--- config.mk ---
export PLATFORM = sky130hd
export DESIGN_NAME = prbs_test_ctrl_flat
export DESIGN_NICKNAME = d
export VERILOG_FILES = /design/src/rtl/prbs_test_pkg.sv /design/src/rtl/prbs_test_ctrl_if.sv /design/src/rtl/prbs_test_ctrl.sv /design/src/flat_wrapper.sv
export SDC_FILE = /design/constraint.sdc
export NUM_CORES = 1
export LEC_CHECK = 0
export BUFFER_PORTS_ARGS = -buffer_cell sky130_fd_sc_hd__buf_2
export CAP_MARGIN = 0
export CORE_UTILIZATION = 35
export DETAILED_ROUTE_END_ITERATION = 16
export PLACE_DENSITY = 0.57
export SYNTH_ARGS = -nofsm -noshare
export SYNTH_HDL_FRONTEND = slang
export SYNTH_SLANG_ARGS = --single-unit
--- constraint.sdc ---
create_clock -name clk -period 6.3 [get_ports clk]
set_input_delay 1.26 -clock clk [delete_from_list [all_inputs] [get_ports clk]]
set_output_delay 1.26 -clock clk [all_outputs]
set_load 0.05 [all_outputs]
--- src/rtl/prbs_test_pkg.sv ---
// Shared definitions for the PRBS test controller.
// Holds the FSM state encoding, the default pattern and timeout, and the pattern byte selector.
package prbs_test_pkg;

  typedef enum logic [2:0] {
    ST_IDLE     = 3'd0,
    ST_PATT     = 3'd1,
    ST_PRBS     = 3'd2,
    ST_WAIT_DET = 3'd3,
    ST_DONE     = 3'd4
  } state_t;

  localparam logic [31:0] DEF_PATTERN = 32'hABCDEF23;
  localparam logic [7:0]  DEF_TMO_CYC = 8'd255;

  // Index 0 selects the most significant byte, so the word goes out MSB first.
  function automatic logic [7:0] pat_byte(input logic [31:0] pattern, input logic [1:0] idx);
    case (idx)
      2'd0:    return pattern[31:24];
      2'd1:    return pattern[23:16];
      2'd2:    return pattern[15:8];
      default: return pattern[7:0];
    endcase
  endfunction

endpackage

--- src/rtl/prbs_test_ctrl_if.sv ---
// Stream and detector link between the test controller (master) and the
// external PRBS generator / pattern detector (slave).
interface prbs_test_ctrl_if;
  logic [7:0] prbs_byte;
  logic       prbs_en;
  logic [7:0] byte_out;
  logic       byte_valid;
  logic       det_start;
  logic       det_flag;

  modport master (
    input  prbs_byte, det_flag,
    output prbs_en, byte_out, byte_valid, det_start
  );

  modport slave (
    output prbs_byte, det_flag,
    input  prbs_en, byte_out, byte_valid, det_start
  );
endinterface

--- src/rtl/prbs_test_ctrl.sv ---
// PRBS test controller: emits PATTERN n_rep times, then prbs_len generator bytes, then waits for the detector.
// Optional: define PRBS_TEST_CTRL_TIMEOUT_EN to bound the detector wait to TMO_CYC cycles.
module prbs_test_ctrl
  import prbs_test_pkg::*;
#(
  parameter logic [31:0] PATTERN = DEF_PATTERN,
  parameter logic [7:0]  TMO_CYC = DEF_TMO_CYC
) (
  input  logic       clk,
  input  logic       rst,
  input  logic       start,
  input  logic [7:0] n_rep,
  input  logic [7:0] prbs_len,
  output logic       busy,
  output logic       done,
  output logic       pass,
  output logic       timeout,
  prbs_test_ctrl_if.master link
);

  state_t     state, state_next;
  logic [7:0] n_rep_q, n_rep_next;
  logic [7:0] prbs_len_q, prbs_len_next;
  logic [7:0] rep_cnt, rep_cnt_next;
  logic [1:0] byte_idx, byte_idx_next;
  logic [7:0] prbs_cnt, prbs_cnt_next;
  logic       pass_next, timeout_next;
  logic [7:0] byte_out_next;
`ifdef PRBS_TEST_CTRL_TIMEOUT_EN
  logic [7:0] tmo_cnt, tmo_cnt_next;
`else
  logic       unused_tmo;
  assign unused_tmo = ^TMO_CYC;
`endif

  // Restart pulse is combinational so the detector is cleared in the accept cycle itself.
  assign link.det_start = rst && (state == ST_IDLE) && start;

  always_comb begin
    state_next    = state;
    n_rep_next    = n_rep_q;
    prbs_len_next = prbs_len_q;
    rep_cnt_next  = rep_cnt;
    byte_idx_next = byte_idx;
    prbs_cnt_next = prbs_cnt;
    pass_next     = pass;
    timeout_next  = timeout;
    byte_out_next = 8'h00;
`ifdef PRBS_TEST_CTRL_TIMEOUT_EN
    tmo_cnt_next  = tmo_cnt;
`endif
    case (state)
      ST_IDLE: begin
        if (start) begin
          n_rep_next    = n_rep;
          prbs_len_next = prbs_len;
          rep_cnt_next  = 8'd0;
          byte_idx_next = 2'd0;
          prbs_cnt_next = 8'd0;
          pass_next     = 1'b0;
          timeout_next  = 1'b0;
`ifdef PRBS_TEST_CTRL_TIMEOUT_EN
          tmo_cnt_next  = 8'd0;
`endif
          if (n_rep != 8'd0)         state_next = ST_PATT;
          else if (prbs_len != 8'd0) state_next = ST_PRBS;
          else                       state_next = ST_WAIT_DET;
        end
      end
      // Counters track the byte currently on byte_out; leave on the last one.
      ST_PATT: begin
        if (byte_idx == 2'd3) begin
          if (rep_cnt == n_rep_q - 8'd1) begin
            state_next = (prbs_len_q != 8'd0) ? ST_PRBS : ST_WAIT_DET;
          end else begin
            rep_cnt_next  = rep_cnt + 8'd1;
            byte_idx_next = 2'd0;
          end
        end else begin
          byte_idx_next = byte_idx + 2'd1;
        end
      end
      ST_PRBS: begin
        if (prbs_cnt == prbs_len_q - 8'd1) state_next = ST_WAIT_DET;
        else                               prbs_cnt_next = prbs_cnt + 8'd1;
      end
      ST_WAIT_DET: begin
        if (link.det_flag) begin
          pass_next  = 1'b1;
          state_next = ST_DONE;
        end
`ifdef PRBS_TEST_CTRL_TIMEOUT_EN
        else if (({1'b0, tmo_cnt} + 9'd1) >= {1'b0, TMO_CYC}) begin
          timeout_next = 1'b1;
          pass_next    = 1'b0;
          state_next   = ST_DONE;
        end else begin
          tmo_cnt_next = tmo_cnt + 8'd1;
        end
`endif
      end
      ST_DONE: state_next = ST_IDLE;
      default: state_next = ST_IDLE;
    endcase

    case (state_next)
      ST_PATT: byte_out_next = pat_byte(PATTERN, byte_idx_next);
      ST_PRBS: byte_out_next = link.prbs_byte;
      default: byte_out_next = 8'h00;
    endcase
  end

  always_ff @(posedge clk or negedge rst) begin
    if (!rst) begin
      state           <= ST_IDLE;
      n_rep_q         <= 8'd0;
      prbs_len_q      <= 8'd0;
      rep_cnt         <= 8'd0;
      byte_idx        <= 2'd0;
      prbs_cnt        <= 8'd0;
      pass            <= 1'b0;
      timeout         <= 1'b0;
      busy            <= 1'b0;
      done            <= 1'b0;
      link.byte_out   <= 8'h00;
      link.byte_valid <= 1'b0;
      link.prbs_en    <= 1'b0;
`ifdef PRBS_TEST_CTRL_TIMEOUT_EN
      tmo_cnt         <= 8'd0;
`endif
    end else begin
      state           <= state_next;
      n_rep_q         <= n_rep_next;
      prbs_len_q      <= prbs_len_next;
      rep_cnt         <= rep_cnt_next;
      byte_idx        <= byte_idx_next;
      prbs_cnt        <= prbs_cnt_next;
      pass            <= pass_next;
      timeout         <= timeout_next;
      busy            <= (state_next != ST_IDLE);
      done            <= (state_next == ST_DONE);
      link.byte_out   <= byte_out_next;
      link.byte_valid <= (state_next == ST_PATT) || (state_next == ST_PRBS);
      link.prbs_en    <= (state_next == ST_PRBS);
`ifdef PRBS_TEST_CTRL_TIMEOUT_EN
      tmo_cnt         <= tmo_cnt_next;
`endif
    end
  end

endmodule
--- src/flat_wrapper.sv ---
// flat-port wrapper written by rule: the top's interface ports become plain ports
module prbs_test_ctrl_flat import prbs_test_pkg::*;
#(
  parameter logic [31:0] PATTERN = DEF_PATTERN,
  parameter logic [7:0]  TMO_CYC = DEF_TMO_CYC
)
  (clk, rst, start, n_rep, prbs_len, busy, done, pass, timeout, link_prbs_byte, link_det_flag, link_prbs_en, link_byte_out, link_byte_valid, link_det_start);
  prbs_test_ctrl_if link_i ();
  input  logic clk;
  input  logic rst;
  input  logic start;
  input  logic [7:0] n_rep;
  input  logic [7:0] prbs_len;
  output logic busy;
  output logic done;
  output logic pass;
  output logic timeout;
  input wire logic [$bits(link_i.prbs_byte)-1:0] link_prbs_byte;
  input wire logic [$bits(link_i.det_flag)-1:0] link_det_flag;
  output wire logic [$bits(link_i.prbs_en)-1:0] link_prbs_en;
  output wire logic [$bits(link_i.byte_out)-1:0] link_byte_out;
  output wire logic [$bits(link_i.byte_valid)-1:0] link_byte_valid;
  output wire logic [$bits(link_i.det_start)-1:0] link_det_start;
  assign link_i.prbs_byte = link_prbs_byte;
  assign link_i.det_flag = link_det_flag;
  assign link_prbs_en = link_i.prbs_en;
  assign link_byte_out = link_i.byte_out;
  assign link_byte_valid = link_i.byte_valid;
  assign link_det_start = link_i.det_start;
  prbs_test_ctrl #(.PATTERN(PATTERN), .TMO_CYC(TMO_CYC)) u_core (.clk(clk), .rst(rst), .start(start), .n_rep(n_rep), .prbs_len(prbs_len), .busy(busy), .done(done), .pass(pass), .timeout(timeout), .link(link_i));
endmodule
==> Word-level counts from Yosys, hierarchy flattened <==
Index checks and enable logic that the tools add are counted.
{ "totals": {"wordCells": 73, "ff_bits": 50} }
{ "op_classes": {"n_mux": 24, "n_eq_ne": 16, "add_sub_neg": 5, "n_reduce_logical": 16} }
{ "op_table": {"columns": ["cell", "count"], "rows": [
  ["$pmux 8 s2", 3],
  ["$mux 8", 4],
  ["$pmux 8 s3", 1],
  ["$reduce_bool 8->1", 3],
  ["$mux 3", 6],
  ["$add 8x1->8 const B", 2],
  ["$eq 8x8->1", 2],
  ["$sub 8x1->8 const B", 2],
  ["$pmux 3 s4", 1],
  ["$eq 3x2->1 const B", 3],
  ["$ne 2x2->1 const B", 4],
  ["$eq 3x1->1 const B", 2],
  ["$mux 2", 3],
  ["$reduce_and 3->1", 2],
  ["$reduce_bool 2->1", 3],
  ["$eq 2x2->1 const B", 2],
  ["$mux 1", 4],
  ["$pmux 2 s2", 1],
  ["$reduce_and 4->1", 1],
  ["$eq 3x3->1 const B", 1],
  ["$logic_not 3->1", 1],
  ["$reduce_bool 3->1", 1],
  ["$add 2x1->2 const B", 1],
  ["$eq 2x1->1 const B", 1],
  ["other kinds (6)", 7]
]} }

==> Depth between registers and ports, before layout <==
{ "logic_depth": {"word_depth": 8, "depth_mapped": 11, "mapped_depth_nobuf": 11} }

==> Least setup slack after synthesis <==
No wires, ideal clock.
{ "synth_timing": {"path_kind": "input -> output", "startpoint": "input port start", "endpoint": "output port link_det_start", "n_path_buf": 0, "arrival_ps": 2262, "path_stages": 2, "t_required_ps": 5040, "path_slack_ps": 2778, "path_cell_list": "nor4b_1 -> and2_1"} }
{ "synth_via": {"elab_chain_cells": 1} }
{ "synth_lines": {"columns": ["item", "line", "source"], "rows": [
  ["from (decl)", "flat_wrapper.sv:11", "input logic start;"],
  ["$logic_and 1x1->1", "prbs_test_ctrl.sv:37", "assign link.det_start = rst && (state == ST_IDLE) && start;"],
  ["to (decl)", "flat_wrapper.sv:23", "output wire logic [$bits(link_i.det_start)-1:0] link_det_start;"]
]} }
Every way passes these cells.

==> Worst setup path after layout <==
{ "layout_timing": {"startpoint": "input port rst", "endpoint": "output port link_det_start"} }
{ "layout_via": {"elab_chain_cells": 2} }
{ "layout_lines": {"columns": ["item", "line", "source"], "rows": [
  ["from (decl)", "flat_wrapper.sv:10", "input logic rst;"],
  ["$logic_and 1x1->1 (2 in series)", "prbs_test_ctrl.sv:37", null]
]} }
Every way passes these cells.

==> reports/qor.txt <==
Status: finished clean
Final worst slack: 2.70 ns
Via count: 2252
Syn Area/Cell: 9.22 µm²
Final Hold Viols: 0
GRT overflow: 0
RSZ-0062 raised after global routing: false
Hold Buf Count CTS: 0
First-pass GRT wire length: 10.1 mm
Hold Startpoint: u_core.n_rep_q[7]
Most common cell after layout, fill and taps aside: nand2_1
Seq/Total Area, Yosys: 45.5%
Total chip power: 1.37 mW
Port bufs: 41
Kind of critical path: in2out
Worst slew margin relative to its limit: 57.1%
Post-CTS Resized: 0
Root Driver: clkbuf_8
Most frequent cells in the layout: 56 x nand2_1, 50 x dfrtp_1, 41 x buf_2, 22 x nor2_1, 18 x xnor2_1
Peak supply drop: 0.133 mV
Yosys warnings: 0
FFs w/ async S/R, synth: 100%
Initial Utilization: 37.1%
Worst r2r src: u_core.n_rep_q[0]
Synthesized Nets: 334
Die area: 0.00821 mm²
Placement Setup Slack: 2.64 ns
Cells after synthesis: 298
#FFs+latches synth: 50
Worst Hold Depth: 2
Finished Cell Area: 0.00317 mm²
Core area: 0.00741 mm²
Post-Route WL: 5.97 mm
Crit-path cells: buf_2 -> buf_4 -> and2_1 -> buf_2
Initial antenna violation count: 0
Worst clock skew: 0.00783 ns
Min Clock Period, post-route: 3.60 ns
CTS tree: done
P&R area growth vs syn: 15.4%
CP Launch Type: input port
Kind of end point of the critical path: primary output
Share of cells above drive strength 1: 17.9%
GPL Wtd Cong: 0.858
Max Slew Vio Count: 0
Vias in the first global route: 2167
Setup slack, reg-to-reg: 3.50 ns
Pwr/cell area: 431 mW/mm²
CTS buffer count: 5
DRC viols: 0
Row count: 31
ANT cells: 0
CTS Buffer Depth: 2
Max Freq: 278 MHz
Top FF cell, synth: dfrtp_1
Reg2Reg Depth: 9
Crit path max fanout: 51
Gr usage total: 15.2%
I/O Pins: 43
Worst path required time: 5.04 ns
Clock H-tree levels: 2
WHS Endpoint: u_core.n_rep_q[7]
Post-Place Cell Area: 0.00306 mm²
Largest net degree at the start of global routing: 52
Max-cap violations: 0
Post-CTS Setup Repair Bufs: 0
Mapped cell area: 0.00275 mm²
Clk Latency, worst-skew pair: 0.30 ns
Fin crit share: 57.2%
Drt first-iter violations: 129
Synth cell types: 51
Cell repeated most along the worst path: buf_2
Detailed placement HPWL: 4.36 mm
CP max stage cell: buf_4
Die H: 90.6 µm
Nets: 376
Setup Viol. Count Final: 0
Worst hold path type: reg2reg
Lkg Pwr: 1.44 nW
Final ANT Viol Nets: 0
DIE WIDTH: 90.6 µm
Drt wl/cell: 13.6 µm
Least-Margin Pin Slew: 0.643 ns
EDFF count, synth: 0
Clock transition at path regs: 0.08 ns
DR vias/cell: 5.12
Setup total negative slack: 0 ns
CP max stage delay: 0.51 ns
Worst hold slack: 0.509 ns
Reg2reg end: u_core.link.byte_out[2]
Critical Path AT: 2.34 ns
Drt first pass iters: 5
Clock Sinks: 50
cell families after synthesis:
| group | count (synthesis) | share of synthesized area (%) |
|---|---|---|
| buf+inv | 19 | 2.73 |
| mux | 3 | 1.18 |
| xor+xnor | 25 | 7.97 |
| simple gates | 143 | 26.3 |
| fa+ha+maj | 8 | 3.64 |
| flops | 50 | 45.5 |
| compound gates | 49 | 12.5 |
| other cells | 1 | 0.136 |
critical path, delay by kind of cell:
kind,cells,cell delay [ns]
buffers and inverters,3,0.84
AND/OR/NAND/NOR,1,0.21
power by group:
part	leakage [nW]	switching [mW]	internal (mW)
sequential	0.630	0.119	0.420
combinational	0.761	0.364	0.239
clock	0.0524	0.104	0.119
sequential cells by signal (all words and copies together), names as in the netlist:
name	cells
u_core.link.byte_valid	1
u_core.prbs_cnt	8
u_core.prbs_len_q	8
u_core.rep_cnt	8
u_core.n_rep_q	8
u_core.state	3
u_core.byte_idx	2
u_core.done	1
u_core.link.prbs_en	1
u_core.pass	1
u_core.busy	1
u_core.link.byte_out	8
area by class of cell:
| class | instances | area [µm²] |
|---|---|---|
| clock inverter | 1 | 30.0 |
| sequential | 50 | 1250 |
| multi-input combinational | 229 | 1430 |
| fill | 756 | 4240 |
| clock buffer | 7 | 76.3 |
| inverter | 11 | 41.3 |
| timing repair buffer | 43 | 220 |
| tap | 99 | 124 |
cells in the mapped netlist, drive strengths merged (2+ instances only):
| cell type | count | area [µm²] |
|---|---|---|
| o21ai | 17 | 85.1 |
| clkbuf | 7 | 26.3 |
| nand3 | 11 | 55.1 |
| inv | 11 | 41.3 |
| nand2b | 2 | 12.5 |
| or4 | 2 | 18.8 |
| a21oi | 6 | 30.0 |
| nor3 | 10 | 50.1 |
| and3 | 3 | 18.8 |
| a31oi | 5 | 31.3 |
| nor2 | 23 | 88.8 |
| o41ai | 2 | 17.5 |
| mux2 | 2 | 22.5 |
| nand3b | 3 | 22.5 |
| and3b | 2 | 18.8 |
| and2 | 3 | 18.8 |
| nand2 | 56 | 210 |
| dfrtp | 50 | 1250 |
| nand4 | 2 | 12.5 |
| or3 | 6 | 42.5 |
| o2bb2ai | 6 | 52.6 |
| a22o | 2 | 17.5 |
| ha | 8 | 100 |
| a2111oi | 2 | 36.3 |
| nor2b | 3 | 18.8 |
| xor2 | 7 | 61.3 |
| xnor2 | 18 | 158 |
| nor4 | 11 | 83.8 |
| nor4b | 2 | 17.5 |
per-stage QoR:
stage          cells  utilization [%]
2_1_floorplan    298                -
3_3_place_gp     432             41.4
4_1_cts          440             42.8
5_1_grt          440             42.8
6_report         440             42.8
3_5_place_dp     432             41.4
how the worst max path moves through the flow:
stage	startpoint	end	depth (start not counted)
2_1_floorplan	start	link_det_start	2
3_3_place_gp	rst	link_det_start	4
3_5_place_dp	rst	link_det_start	4
4_1_cts	rst	link_det_start	4
5_1_grt	rst	link_det_start	4
6_report	rst	link_det_start	4
per-layer routing:
metal | track usage (%) | wire length (µm)
met5 | 0 | 0
met4 | 4.84 | 65
met3 | 2.95 | 134
met2 | 26.6 | 3100
met1 | 18.7 | 2670
Power figures use the tool's default switching activity.
